`src/rtl/mem_stage.sv`:
```
// ----------------------------------------------------------------------------
// mem_stage
//
// Purpose:
//   Memory stage of a pipelined CPU. It latches the EX/MEM contents into an
//   internal request register (R), issues at most one load or store to the
//   data cache, and stalls the pipeline until the cache answers with dhit.
//   Completed instructions are registered onto the wb_* outputs that feed
//   the MEM/WB latch.
//
// Optional feature:
//   MEM_STAGE_LLSC_EN  - when defined, adds a link register (address and
//                        valid bit) for load-linked / store-conditional.
//                        A failing SC issues no access and writes 0.
//                        When undefined, LL is a plain load and SC is a
//                        plain store that always writes 1.
//
// Ports:
//   CLK, RST            rising-edge clock, synchronous active-high reset
//   ex_*                EX/MEM latch contents (valid, ALU result/address,
//                       store data, dest reg, reg write enable, WB mux
//                       select, load/store/LL/SC flags)
//   flush               turn the incoming EX instruction into a bubble
//   dhit, dload         cache completion strobe and read data
//   dmemREN, dmemWEN,
//   dmemaddr, dmemstore cache request
//   mem_stall           freeze all upstream latches this cycle
//   wb_*                registered outputs to the MEM/WB latch
// ----------------------------------------------------------------------------
module mem_stage (
    input  logic        CLK,
    input  logic        RST,
    input  logic        ex_valid,
    input  logic [31:0] ex_porto,
    input  logic [31:0] ex_store,
    input  logic [4:0]  ex_wsel,
    input  logic        ex_regen,
    input  logic [1:0]  ex_regsrc,
    input  logic        ex_memren,
    input  logic        ex_memwen,
    input  logic        ex_ll,
    input  logic        ex_sc,
    input  logic        flush,
    input  logic        dhit,
    input  logic [31:0] dload,
    output logic        dmemREN,
    output logic        dmemWEN,
    output logic [31:0] dmemaddr,
    output logic [31:0] dmemstore,
    output logic        mem_stall,
    output logic        wb_valid,
    output logic [31:0] wb_porto,
    output logic [31:0] wb_dmemload,
    output logic [4:0]  wb_wsel,
    output logic        wb_regen,
    output logic [1:0]  wb_regsrc
);

    typedef enum logic {IDLE, ACCESS} state_t;

    state_t r_state;
    state_t w_stateNext;

    logic        r_valid;
    logic [31:0] r_porto;
    logic [31:0] r_store;
    logic [4:0]  r_wsel;
    logic        r_regen;
    logic [1:0]  r_regsrc;
    logic        r_memren;
    logic        r_memwen;
    logic        r_sc;

    logic w_load;
    logic w_exValid;
    logic w_exMemren;
    logic w_exMemwen;
    logic w_exMemOp;
    logic w_complete;
    logic w_scResult;

    // R reloads whenever the stage is not stalled, so flush is implicitly
    // ignored during a stall.
    assign w_load    = ~mem_stall;
    assign w_exValid = ex_valid & ~flush;

    // An instruction completes either as a non-memory op sitting in R while
    // IDLE, or as a memory access that the cache has just acknowledged.
    assign w_complete = ((r_state == IDLE) & r_valid) | ((r_state == ACCESS) & dhit);

    // SC never reads memory; LL is a read.
    assign w_exMemren = (ex_memren | ex_ll) & ~ex_sc;

`ifdef MEM_STAGE_LLSC_EN
    logic [31:0] r_linkAddr;
    logic        r_linkValid;
    logic [31:0] w_linkAddrNext;
    logic        w_linkValidNext;
    logic        w_exScOk;
    logic        r_ll;
    logic        r_scOk;

    // The link state as it will be after this edge. SC success is judged
    // against it so an LL or store completing on the same edge the SC
    // enters R is already taken into account.
    always_comb begin
        w_linkAddrNext  = r_linkAddr;
        w_linkValidNext = r_linkValid;
        if (w_complete) begin
            if (r_ll && r_memren) begin
                w_linkAddrNext  = r_porto;
                w_linkValidNext = 1'b1;
            end
            if (r_memwen && (r_porto == r_linkAddr)) begin
                w_linkValidNext = 1'b0;
            end
            if (r_sc) begin
                w_linkValidNext = 1'b0;
            end
        end
    end

    assign w_exScOk   = ex_sc & w_linkValidNext & (w_linkAddrNext == ex_porto);
    assign w_exMemwen = ex_sc ? w_exScOk : ex_memwen;
    assign w_scResult = r_scOk;

    // Link register; cleared by reset, otherwise follows the next-state view.
    always_ff @(posedge CLK) begin
        if (RST) begin
            r_linkAddr  <= 32'd0;
            r_linkValid <= 1'b0;
        end else begin
            r_linkAddr  <= w_linkAddrNext;
            r_linkValid <= w_linkValidNext;
        end
    end
`else
    assign w_exMemwen = ex_memwen | ex_sc;
    assign w_scResult = 1'b1;
`endif

    assign w_exMemOp = w_exValid & (w_exMemren | w_exMemwen);

    // State register.
    always_ff @(posedge CLK) begin
        if (RST) begin
            r_state <= IDLE;
        end else begin
            r_state <= w_stateNext;
        end
    end

    // Next state: ACCESS exactly when R will hold a valid memory op after
    // this edge; a pending access without dhit keeps its state.
    always_comb begin
        w_stateNext = r_state;
        case (r_state)
            IDLE:    w_stateNext = w_exMemOp ? ACCESS : IDLE;
            ACCESS:  begin
                if (dhit) begin
                    w_stateNext = w_exMemOp ? ACCESS : IDLE;
                end
            end
            default: w_stateNext = IDLE;
        endcase
    end

    // Cache request and stall. A store beats a load when both flags are set.
    always_comb begin
        dmemREN   = 1'b0;
        dmemWEN   = 1'b0;
        mem_stall = 1'b0;
        dmemaddr  = r_porto;
        dmemstore = r_store;
        if (r_state == ACCESS) begin
            dmemREN   = r_memren & ~r_memwen;
            dmemWEN   = r_memwen;
            mem_stall = ~dhit;
        end
    end

    // Request register R; the memory flags stored here are the effective
    // ones, already masked by bubble and SC outcome.
    always_ff @(posedge CLK) begin
        if (RST) begin
            r_valid  <= 1'b0;
            r_porto  <= 32'd0;
            r_store  <= 32'd0;
            r_wsel   <= 5'd0;
            r_regen  <= 1'b0;
            r_regsrc <= 2'd0;
            r_memren <= 1'b0;
            r_memwen <= 1'b0;
            r_sc     <= 1'b0;
`ifdef MEM_STAGE_LLSC_EN
            r_ll     <= 1'b0;
            r_scOk   <= 1'b0;
`endif
        end else if (w_load) begin
            r_valid  <= w_exValid;
            r_porto  <= ex_porto;
            r_store  <= ex_store;
            r_wsel   <= ex_wsel;
            r_regen  <= ex_regen;
            r_regsrc <= ex_regsrc;
            r_memren <= w_exValid & w_exMemren;
            r_memwen <= w_exValid & w_exMemwen;
            r_sc     <= w_exValid & ex_sc;
`ifdef MEM_STAGE_LLSC_EN
            r_ll     <= w_exValid & ex_ll & ~ex_sc;
            r_scOk   <= w_exScOk;
`endif
        end
    end

    // MEM/WB outputs. Without a completion only valid and regen drop; the
    // remaining fields hold so downstream sees stable data.
    always_ff @(posedge CLK) begin
        if (RST) begin
            wb_valid    <= 1'b0;
            wb_porto    <= 32'd0;
            wb_dmemload <= 32'd0;
            wb_wsel     <= 5'd0;
            wb_regen    <= 1'b0;
            wb_regsrc   <= 2'd0;
        end else if (w_complete) begin
            wb_valid  <= 1'b1;
            wb_porto  <= r_porto;
            wb_wsel   <= r_wsel;
            wb_regen  <= r_regen;
            wb_regsrc <= r_regsrc;
            if (r_sc) begin
                wb_dmemload <= {31'd0, w_scResult};
            end else if (r_memren && !r_memwen) begin
                wb_dmemload <= dload;
            end
        end else begin
            wb_valid <= 1'b0;
            wb_regen <= 1'b0;
        end
    end

endmodule

```
`config.mk`:
```
export PLATFORM = sky130hd
export DESIGN_NAME = mem_stage
export DESIGN_NICKNAME = d
export VERILOG_FILES = /design/src/rtl/mem_stage.sv
export SDC_FILE = /design/constraint.sdc
export NUM_CORES = 1
export LEC_CHECK = 0
export ABC_AREA = 0
export BUFFER_PORTS_ARGS = -buffer_cell sky130_fd_sc_hd__buf_4
export CORE_ASPECT_RATIO = 1.2
export CORE_MARGIN = 3
export CORE_UTILIZATION = 50
export CTS_CLUSTER_SIZE = 28
export DETAILED_ROUTE_END_ITERATION = 16
export GPL_ROUTABILITY_DRIVEN = 0
export GPL_TIMING_DRIVEN = 0
export PLACE_DENSITY = 0.95
export SETUP_SLACK_MARGIN = 0.4
export SYNTH_ARGS = -nofsm -noshare
export SYNTH_HDL_FRONTEND = slang
export SYNTH_SLANG_ARGS = --single-unit
```
`constraint.sdc`:
```
create_clock -name CLK -period 3.95 [get_ports CLK]
set_clock_uncertainty 0.15 [all_clocks]
set_input_delay 0.5925 -clock CLK [delete_from_list [all_inputs] [get_ports CLK]]
set_output_delay 0.5925 -clock CLK [all_outputs]
set_load 0.005 [all_outputs]
```
* Word level (Yosys, flattened, before mapping)
Cells that the tools add are included.
Widths: inputs -> output; s select.
** Storage, ports and cells
- Bits of input ports :: 113
- Register bits after elaboration :: 150
** Operators by class
- Bitwise operators :: 19
- Reductions and logical operators :: 5
- Multiplexer cells :: 9
** Operator list (count)
- $mux 32 :: 2
- $and 1x1->1 :: 9
- $mux 1 :: 6
- $not 1->1 :: 6
- $or 1x1->1 :: 4
- $pmux 1 s2 :: 1
- $reduce_and 2->1 :: 1
- $reduce_bool 2->1 :: 1
- $reduce_or 2->1 :: 1
- $logic_and 1x1->1 :: 1
- $logic_not 1->1 :: 1

* Depth between registers and ports, before layout
Gate-level depths: netlist (run 1).
- Depth after elaboration :: 7
- Gate-level depth with buffers :: 7
- Mapped depth without buffers :: 4

* Worst setup path before layout (run 1)
Ideal clock, no wire load.
- Path type :: input -> output
- From :: input dhit
- To :: output mem_stall
- Stages on the path :: 4
- Arrival time :: 1.195 ns
- Data required time :: 3.207 ns
- Path buffers :: 2
- Setup slack :: 2.012 ns
- Cells stage by stage :: nand2b_1 > clkbuf_1 > inv_2 > clkbuf_1
** On the way
- Longest elaborated chain between the ends :: 2
** RTL lines
- from (decl) :: line 44 : input logic dhit,
- $not 1->1 :: line 178 : mem_stall = ~dhit;
- $mux 1 :: line 175 : if (r_state == ACCESS) begin
- to (decl) :: line 50 : output logic mem_stall,
Every way passes these cells.

* Worst setup path in the final report (run 1)
- From :: register r_state
- To :: output mem_stall
** On the way
- Longest elaborated chain between the ends :: 1
** RTL lines
- from (decl) :: line 61 : state_t r_state;
- from (signal assigned) :: line 149 : r_state <= w_stateNext;
- $mux 1 :: line 175
Every way passes these cells.

==> results.json, run 1 <==
{
  "h-tree-depth": 4,
  "setup_viol": 0,
  "r2r_cells": 4,
  "synth_top_area_cell": "dfxtp_1",
  "timing.setup.tns_ps": 0,
  "postCtsSetupBuffers": 0,
  "synthSimpleGateAreaFrac": 0.219,
  "synth_warnings": 0,
  "crit_arrival_ps": 1750,
  "fp.dieW_um": 101,
  "cpMostUsedCell": "clkbuf_1",
  "layout.nets": 1043,
  "antenna_found_initial": 0,
  "synth.mux.area_fraction": 0.0636,
  "drive_above_1_share": 0.320,
  "die-area_um2": 12000,
  "report.final.slew_viol_count": 0,
  "worstSetupEndpointType": "primary output",
  "synth.distinct_cells": 22,
  "max-cap-violations": 0,
  "root_buffer": "clkbuf_16",
  "pwr_density_cell_nw_per_um2": 437,
  "status": "complete, no violations",
  "cts_sinks": 150,
  "start_kind": "flop",
  "wirelength_mm": 16.9,
  "rows": 40,
  "worstHoldPathCells": 3,
  "critical_path_class": "reg2out",
  "drtIter0Drc": 243,
  "grt_max_degree": 17,
  "cp_cell_sequence": "nand2b_1 -> clkbuf_1 -> inv_2 -> clkbuf_1 -> buf_4",
  "numCtsBuffers": 17,
  "crit_slowest_cell": "dfxtp_1",
  "ys_ff_latch": 150,
  "clockPowerShare": 0.426,
  "min_to": "dmemaddr[10]$_SDFFE_PP0N_",
  "cts_tree": "done",
  "fmax_ghz": 0.401,
  "power.leakage_nw": 3.59,
  "start_util": 0.523,
  "cp_max_fo": 10,
  "synth_area_leaders": "dfxtp_1 56%, nand2_1 18%, a21oi_1 11%",
  "p_comb_frac": 0.108,
  "cts_hold_buf": 0,
  "overflow": 0,
  "route.vias.total": 5445,
  "syn_inst": 659,
  "areaGrowthSynthToFinish_pct": 48.5,
  "wl_per_cell_um": 15.8,
  "p_sw_frac": 0.239,
  "ff_latch_area_um2": 3000,
  "die_h_um": 120,
  "diodes": 0,
  "grt_usage": 0.275,
  "hold_path.class": "in2reg",
  "final_hold_viol_count": 0,
  "synth.top_cell.area_share": 0.559,
  "core_area_um2": 10300,
  "insertion_delay_ps": 410,
  "synth.avg_cell_area_um2": 8.15,
  "post_cts_resized": 0,
  "viasPerCell": 5.09,
  "multi_input_area_um2": 2130,
  "critPathRequiredTime_ps": 3210,
  "worstReg2RegStart": "r_state$_SDFF_PP0_",
  "ys_seq_area_frac": 0.559,
  "slew_headroom": 0.619,
  "p_int_w": 0.00265,
  "path_clk_slew_ps": 60,
  "pin_count": 253,
  "syn_nets": 772,
  "synthXorXnorAreaFrac": 0,
  "synth_top_family_by_area": "simple AND/OR/NAND/NOR gates",
  "ir_drop_mv": 0.374,
  "post_dp_cell_area_um2": 7420,
  "dr.pass1.iters": 5,
  "reg2reg_slack_ps": 2080,
  "hp-start": "ex_porto[10]",
  "ctsLongestPathBuffers": 2,
  "grt_pass1_vias": 5411,
  "fin_crit_sh": 0.632,
  "tightest_slew_ps": 572,
  "port_buffers": 252,
  "syn_area_um2": 5370,
  "reg2reg_to": "wb_porto[14]$_SDFFE_PP0P_",
  "finalCriticalPeriod_ps": 2500,
  "post-route-cell-area_um2": 7970,
  "slowest_delay_ps": 420,
  "power_switching_w": 0.000831,
  "fillers": 725,
  "drc": 0,
  "hpwl_mm": 12.8,
  "detail-route-antenna-nets": 0,
  "rsz0062_at_grt": "no",
  "synth_compound_area_frac": 0.115,
  "synth-adder-area-share": 0,
  "grt_pass1_wl_mm": 26.0,
  "p_seq_frac": 0.465
}
==> placed cells by master, fill, tap and decap left out <==
cell type	netlist	layout
clkbuf_1	34	35
clkinvlp_4	0	3
inv_2	2	2
mux2i_1	33	33
clkbuf_16	0	17
dfxtp_1	150	150
clkbuf_8	0	1
a21oi_1	114	114
and3_1	1	1
a21oi_2	1	1
o21ai_0	2	2
nor2b_1	1	1
clkinv_4	0	3
nand3_1	31	31
buf_1	1	1
inv_1	3	3
and2_1	1	1
buf_2	12	12
nand2b_1	2	2
bufinv_16	0	1
nor2_1	3	3
a31oi_1	1	1
buf_4	3	255
o31ai_1	1	1
o211ai_1	2	2
nand2_1	260	260
mux2_2	1	1
clkinv_2	0	6
==> worst max-delay path by stage <==
stage | slack [ps] | end | start | depth (start not counted)
finish | 1450 | mem_stall | r_state$_SDFF_PP0_ | 5
global route | 1320 | mem_stall | r_state$_SDFF_PP0_ | 5
CTS | 1420 | mem_stall | r_state$_SDFF_PP0_ | 5
detailed placement | 1490 | mem_stall | dhit | 6
global placement | 1490 | mem_stall | dhit | 6
floorplan | 2010 | mem_stall | dhit | 4
==> power groups by stage <==
stage	combinational, W	clock [W]	sequential, W
after floorplan	0.000141	0	0.00165
after global placement	0.000369	0	0.00165
after detailed placement	0.000376	0	0.00165
after CTS	0.000379	0.00150	0.00162
after global routing	0.000414	0.00157	0.00163
final	0.000377	0.00149	0.00162
==> flip-flops by register name (all words and copies together) (netlist names), 2 cells and up <==
| signal | count |
|---|---|
| dmemaddr | 32 |
| dmemstore | 32 |
| r_regsrc | 2 |
| r_wsel | 5 |
| wb_dmemload | 32 |
| wb_porto | 32 |
| wb_regsrc | 2 |
| wb_wsel | 5 |
==> cells in the mapped netlist, drive strengths merged <==
cell type    n
nand2      260
dfxtp      150
a21oi      115
clkbuf      34
mux2i       33
nand3       31
buf         16
inv          5
nor2         3
nand2b       2
o211ai       2
o21ai        2
a31oi        1
and2         1
and3         1
mux2         1
nor2b        1
o31ai        1
==> logic make-up after synthesis <==
logic type	after synthesis
AOI/OAI and AO/OA	121
muxes	34
DFF	150
and+or+nand+nor	299
buffers and inverters	55
==> layout make-up <==
class / count / area share
sequential: 150 / 0.377
multi-input combinational: 454 / 0.268
timing repair buffer: 252 / 0.237
clock buffer: 19 / 0.0556
buffer: 50 / 0.0268
tap: 126 / 0.0198
clock inverter: 13 / 0.0137
inverter: 5 / 0.00235
==> routing by layer <==
metal	wire (um)	GRT usage	vias up
met2	8880	0.494	231
met3	1470	0.0849	40
li1	-	-	2688
met5	0	0	-
met1	6070	0.289	2486
met4	478	0.122	0
==> stage by stage <==
step	utilization	instances	hold WS (ps)	power [W]	setup slack [ps]
finish	0.777	1069	281	0.00348	1450
global route	0.777	1069	281	0.00361	1320
CTS	0.777	1069	268	0.00350	1420
detailed placement	0.723	1037	294	0.00203	1490
global placement	0.723	1037	288	0.00202	1490
floorplan	-	659	277	0.00179	2010
==> worst max-delay path: cells and delay by family (launching register included) <==
| family | cells | cell delay, ps |
|---|---|---|
| buf+inv | 4 | 860 |
| simple gates | 1 | 70 |
| flops | 1 | 420 |
(Power assumes the default switching activity.)
==> inputs of run 2 (changes only) <==
Settings changed: ABC_AREA 0 to 1, CORE_UTILIZATION 50 to 47, PLACE_DENSITY 0.95 to 0.89.
Clock period 3.95 ns to 2.49 ns, I/O delays scaled along.
==> results.json, run 2 <==
{
  "wirelength_mm": 17.8,
  "tightest_slew_ps": 489,
  "worstHoldPathCells": 3,
  "totalPowerFinal_w": 0.00629,
  "detail-route-antenna-nets": 0,
  "hpwl_mm": 12.9,
  "numCtsBuffers": 17,
  "drive_above_1_share": 0.363,
  "ctsLongestPathBuffers": 2,
  "die-area_um2": 13600,
  "synth.most_common_cell": "nor2_1",
  "grt_max_degree": 17,
  "fillers": 893,
  "yosys_most_used_dff": "dfxtp_1",
  "async_reset_ff_frac": 0,
  "final_common_cell": "nor2_1",
  "port_buffers": 252,
  "slowest_delay_ps": 390,
  "r2r_cells": 6,
  "drtIter0Drc": 395,
  "rows": 43,
  "fin_crit_sh": 0.774,
  "synth.distinct_cells": 21,
  "overflow": 0,
  "path_clk_slew_ps": 60,
  "reg2reg_to": "wb_dmemload[20]$_SDFFE_PP0P_",
  "wl_per_cell_um": 15.1,
  "worstReg2RegStart": "r_sc$_SDFFE_PP0N_",
  "crit_slowest_cell": "dfxtp_1",
  "final_cell_mix": "260 x nor2_1, 258 x buf_4, 150 x dfxtp_1",
  "h-tree-depth": 4,
  "dr.pass1.iters": 6,
  "synth.top_cell.area_share": 0.521,
  "cts_hold_buf": 0,
  "start_util": 0.489,
  "drc": 0,
  "p_int_w": 0.00472,
  "postCtsSetupBuffers": 0,
  "fin_cells": 1177,
  "grt_pass1_vias": 5721,
  "hold_path.class": "in2reg",
  "areaGrowthSynthToFinish_pct": 47.3,
  "pwr_density_cell_nw_per_um2": 741,
  "final_hold_viol_count": 0,
  "layout.nets": 1120,
  "core_area_um2": 11800,
  "cp_cell_sequence": "nand2_2 -> inv_2 -> buf_2 -> buf_4",
  "dp.cells": 1145,
  "ir_drop_mv": 0.495,
  "root_buffer": "clkbuf_16",
  "reg2reg_slack_ps": 950,
  "die_h_um": 127,
  "synth.avg_cell_area_um2": 7.83,
  "syn_nets": 849,
  "fmax_ghz": 0.519,
  "hp-start": "ex_store[30]",
  "timing.setup.tns_ps": 0,
  "pin_count": 253,
  "setup_viol": 0,
  "fin_ws_ps": 562,
  "ys_ff_latch": 150,
  "grt_usage": 0.254,
  "antenna_found_initial": 0,
  "p_seq_frac": 0.421,
  "crit_arrival_ps": 1400,
  "ys_seq_area_frac": 0.521,
  "report.final.slew_viol_count": 0,
  "power_switching_w": 0.00157,
  "cts_sinks": 150,
  "p_comb_frac": 0.140,
  "cp_max_fo": 10,
  "critPathRequiredTime_ps": 1970,
  "post_cts_resized": 0,
  "grt_pass1_wl_mm": 27.9,
  "synth_area_leaders": "dfxtp_1 52%, nor2_1 17%, o21ai_0 8.4%",
  "insertion_delay_ps": 410,
  "syn_inst": 736,
  "syn_area_um2": 5760,
  "min_to": "dmemstore[30]$_SDFFE_PP0N_",
  "worstSetupEndpointType": "primary output",
  "power.leakage_nw": 4.08,
  "rsz0062_at_grt": "no",
  "synth_warnings": 0,
  "p_sw_frac": 0.249,
  "max-cap-violations": 0,
  "synth_edf_count": 0,
  "final_core_util": 0.720,
  "synth_top_area_cell": "dfxtp_1",
  "fp.dieW_um": 107,
  "cts_tree": "done",
  "critical_path_class": "reg2out",
  "yosys-top-cells-count": "260 x nor2_1, 150 x dfxtp_1, 97 x o21ai_0, 72 x nand2_1, 29 x nand3_2",
  "slew_headroom": 0.674,
  "diodes": 0,
  "finalCriticalPeriod_ps": 1930,
  "route.vias.total": 5914,
  "status": "complete, no violations",
  "start_kind": "flop",
  "clockPowerShare": 0.438,
  "viasPerCell": 5.02,
  "dp_slack_ps": 729
}
## run 2: cell count changes after synthesis, sizes merged, moves of 6 or more
cell,before,now
a21oi,115,36
buf,16,36
clkbuf,34,19
inv,5,11
mux2i,33,0
nand2,260,76
nor2,3,260
o21ai,2,114
## run 2: area by class of cell
type	count	area, um^2	area share
Sequential cell	150	3000	0.354
Multi-Input combinational cell	520	2380	0.280
Timing Repair Buffer	252	1890	0.223
Clock buffer	19	443	0.0522
Buffer	55	338	0.0398
Tap cell	157	196	0.0231
Clock inverter	13	194	0.0229
Inverter	11	41.3	0.00487
## run 2: per-stage QoR
stage	hold WS (ps)	cell area, um^2
2_1_floorplan	272	5760
3_3_place_gp	289	7850
3_5_place_dp	294	7850
4_1_cts	24.3	8490
5_1_grt	28.2	8490
6_report	33.5	8490
## run 2: routing by layer
metal | track usage | vias to the layer above | share of wire
li1 | - | 2908 | -
met4 | 0.0880 | 0 | 0.026
met3 | 0.0672 | 33 | 0.085
met2 | 0.452 | 266 | 0.50
met1 | 0.294 | 2707 | 0.39
met5 | 0 | - | 0
## run 2: logic make-up (layout without fill, tap and decap cells)
logic type	count (synthesis)	after routing	share of synthesized area
DFF	150	150	0.521
AOI/OAI and AO/OA	150	150	0.137
buffers and inverters	66	350	0.0658
and+or+nand+nor	370	370	0.276
## run 2: how the worst max path moves through the flow
stage                             startpoint                           end  slack [ps]
after floorplan           r_state$_SDFF_PP0_  wb_dmemload[10]$_SDFFE_PP0P_        1230
after global placement                   RST    dmemstore[28]$_SDFFE_PP0N_         740
after detailed placement                 RST    dmemstore[25]$_SDFFE_PP0N_         730
after CTS                 r_state$_SDFF_PP0_                     mem_stall         550
after global routing      r_state$_SDFF_PP0_                     mem_stall         460
final                     r_state$_SDFF_PP0_                     mem_stall         560
## run 2: critical path, delay by kind of cell (launching register included)
family | cells | cell delay, ps
flops | 1 | 390
simple gates | 1 | 130
buf+inv | 3 | 480
## run 2: power by group through the flow
stage	Combinational [W]	Clock (W)	Sequential (W)
floorplan	0.000386	0	0.00270
global placement	0.000857	0	0.00269
detailed placement	0.000875	0	0.00270
CTS	0.000886	0.00279	0.00265
global route	0.000968	0.00289	0.00267
finish	0.000882	0.00276	0.00265
==> inputs of run 3 (changes only) <==
Settings changed: ABC_AREA 1 to 0, CORE_UTILIZATION 47 to 46.
Clock period 2.49 ns to 1.91 ns, I/O delays scaled along.
==> results.json, run 3 (synthesized netlist as in run 1, its figures left out) <==
{
  "status": "complete, no violations",
  "worstSetupEndpointType": "flop",
  "worstReg2RegStart": "r_state$_SDFF_PP0_",
  "root_buffer": "clkbuf_16",
  "port_buffers": 252,
  "ff_latch_area_um2": 3010,
  "setup_viol": 0,
  "post-route-cell-area_um2": 9390,
  "hpwl_mm": 12.6,
  "multi_input_area_um2": 2180,
  "tightest_slew_ps": 620,
  "power.leakage_nw": 4.19,
  "grt_usage": 0.318,
  "cp_cell_sequence": "nand2b_1 -> clkbuf_8 -> clkbuf_1 -> nand2_1 -> a21oi_1",
  "totalPowerFinal_w": 0.00801,
  "die-area_um2": 13000,
  "grt_pass1_wl_mm": 32.9,
  "layout.nets": 1143,
  "hp-start": "dload[27]",
  "crit_slowest_cell": "clkbuf_1",
  "wirelength_mm": 22.5,
  "viasPerCell": 5.34,
  "overflow": 0,
  "path_clk_slew_ps": 60,
  "final_common_cell": "buf_4",
  "grt_max_degree": 17,
  "start_kind": "flop",
  "worstSetupStartpoint": "r_state$_SDFF_PP0_",
  "post_dp_cell_area_um2": 7450,
  "insertion_delay_ps": 410,
  "h-tree-depth": 4,
  "cts_sinks": 150,
  "finalCriticalPeriod_ps": 1750,
  "drc": 0,
  "fp.dieW_um": 105,
  "pwr_density_cell_nw_per_um2": 853,
  "detail-route-antenna-nets": 0,
  "ir_drop_mv": 0.570,
  "core_area_um2": 11200,
  "numCtsBuffers": 17,
  "wl_per_cell_um": 18.8,
  "slowest_delay_ps": 480,
  "cp_max_fo": 10,
  "fin_cells": 1198,
  "fin_crit_sh": 0.914,
  "cts_tree": "done",
  "critPathRequiredTime_ps": 2070,
  "areaGrowthSynthToFinish_pct": 74.9,
  "rows": 42,
  "ctsLongestPathBuffers": 2,
  "pin_count": 253,
  "critical_path_class": "reg2reg",
  "route.vias.total": 6401,
  "fmax_ghz": 0.573,
  "crit_family": "buffers and inverters",
  "crit_buf_inv": 2,
  "report.final.slew_viol_count": 0,
  "start_util": 0.480,
  "rsz0062_at_grt": "yes",
  "max-cap-violations": 0,
  "final_hold_viol_count": 0,
  "dp.cells": 1065,
  "grt_pass1_vias": 6457,
  "drive_above_1_share": 0.330,
  "drtIter0Drc": 425,
  "hold_path.class": "in2reg",
  "antenna_found_initial": 1,
  "slew_headroom": 0.587,
  "crit_arrival_ps": 1910,
  "fillers": 616,
  "final_cell_mix": "263 x buf_4, 260 x nand2_1, 149 x dfxtp_1",
  "die_h_um": 124,
  "finalHoldWorstSlack_ps": 17.2,
  "dr.pass1.iters": 5
}
[run 3: changes by cell type in the layout (fill, tap and decap cells not counted), sizes merged, moves of 8 or more]
cell / delta
a21oi: +79
mux2i: +33
nand2: +184
o21ai: -112
dlygate4sd3: +84
clkbuf: +12
inv: -8
nor2: -257
[run 3: worst paths after layout]
check,to,depth (start not counted),slack [ps]
setup / recovery,dmemaddr[5]$_SDFFE_PP0N_,5,160
hold / removal,wb_dmemload[27]$_SDFFE_PP0P_,3,20
setup reg to reg,dmemaddr[5]$_SDFFE_PP0N_,5,160
hold reg to reg,r_regen$_SDFFE_PP0N_,2,300
[run 3: timing repair]
action                                 CTS  global route
hold buffers                            84             0
gates cloned                             0             4
setup endpoints to repair              150           124
gates resized for setup                 47            49
setup buffers                            5             7
endpoints found under the hold margin   84             0
pin swaps                                0             1
[run 3: power by group]
group	switching [W]	internal, W
sequential	0.0000924	0.00327
combinational	0.000480	0.000587
clock	0.00138	0.00220
[run 3: worst reg2reg max path: cells and delay by family (launching register included)]
kind	cells	cell delay, ps
buf+inv	2	630
compound gates	1	270
flops	1	350
simple gates	2	260
[run 3: metal layers]
layer,track usage,wire (um),vias to the layer above
met5,0,0,-
met4,0.193,1340,0
met3,0.0959,1730,113
met2,0.577,11700,388
met1,0.315,7710,3005
li1,-,-,2895
[run 3: layout make-up]
class	instances	share of cell area
clock buffers	18	0.0457
clock inverters	14	0.0213
inverters	5	0.00280
plain buffers	50	0.0437
multi-input cells	454	0.232
diodes	1	0.000266
flip-flops and latches	150	0.320
repair buffers	352	0.313
well taps	154	0.0205
[run 3: metrics by stage]
step	utilization	setup slack (ps)	TNS, ps
2_1_floorplan	-	498	0
3_3_place_gp	0.666	-129	-2160
3_5_place_dp	0.666	-192	-3330
4_1_cts	0.812	199	0
5_1_grt	0.839	115	0
6_report	0.839	164	0
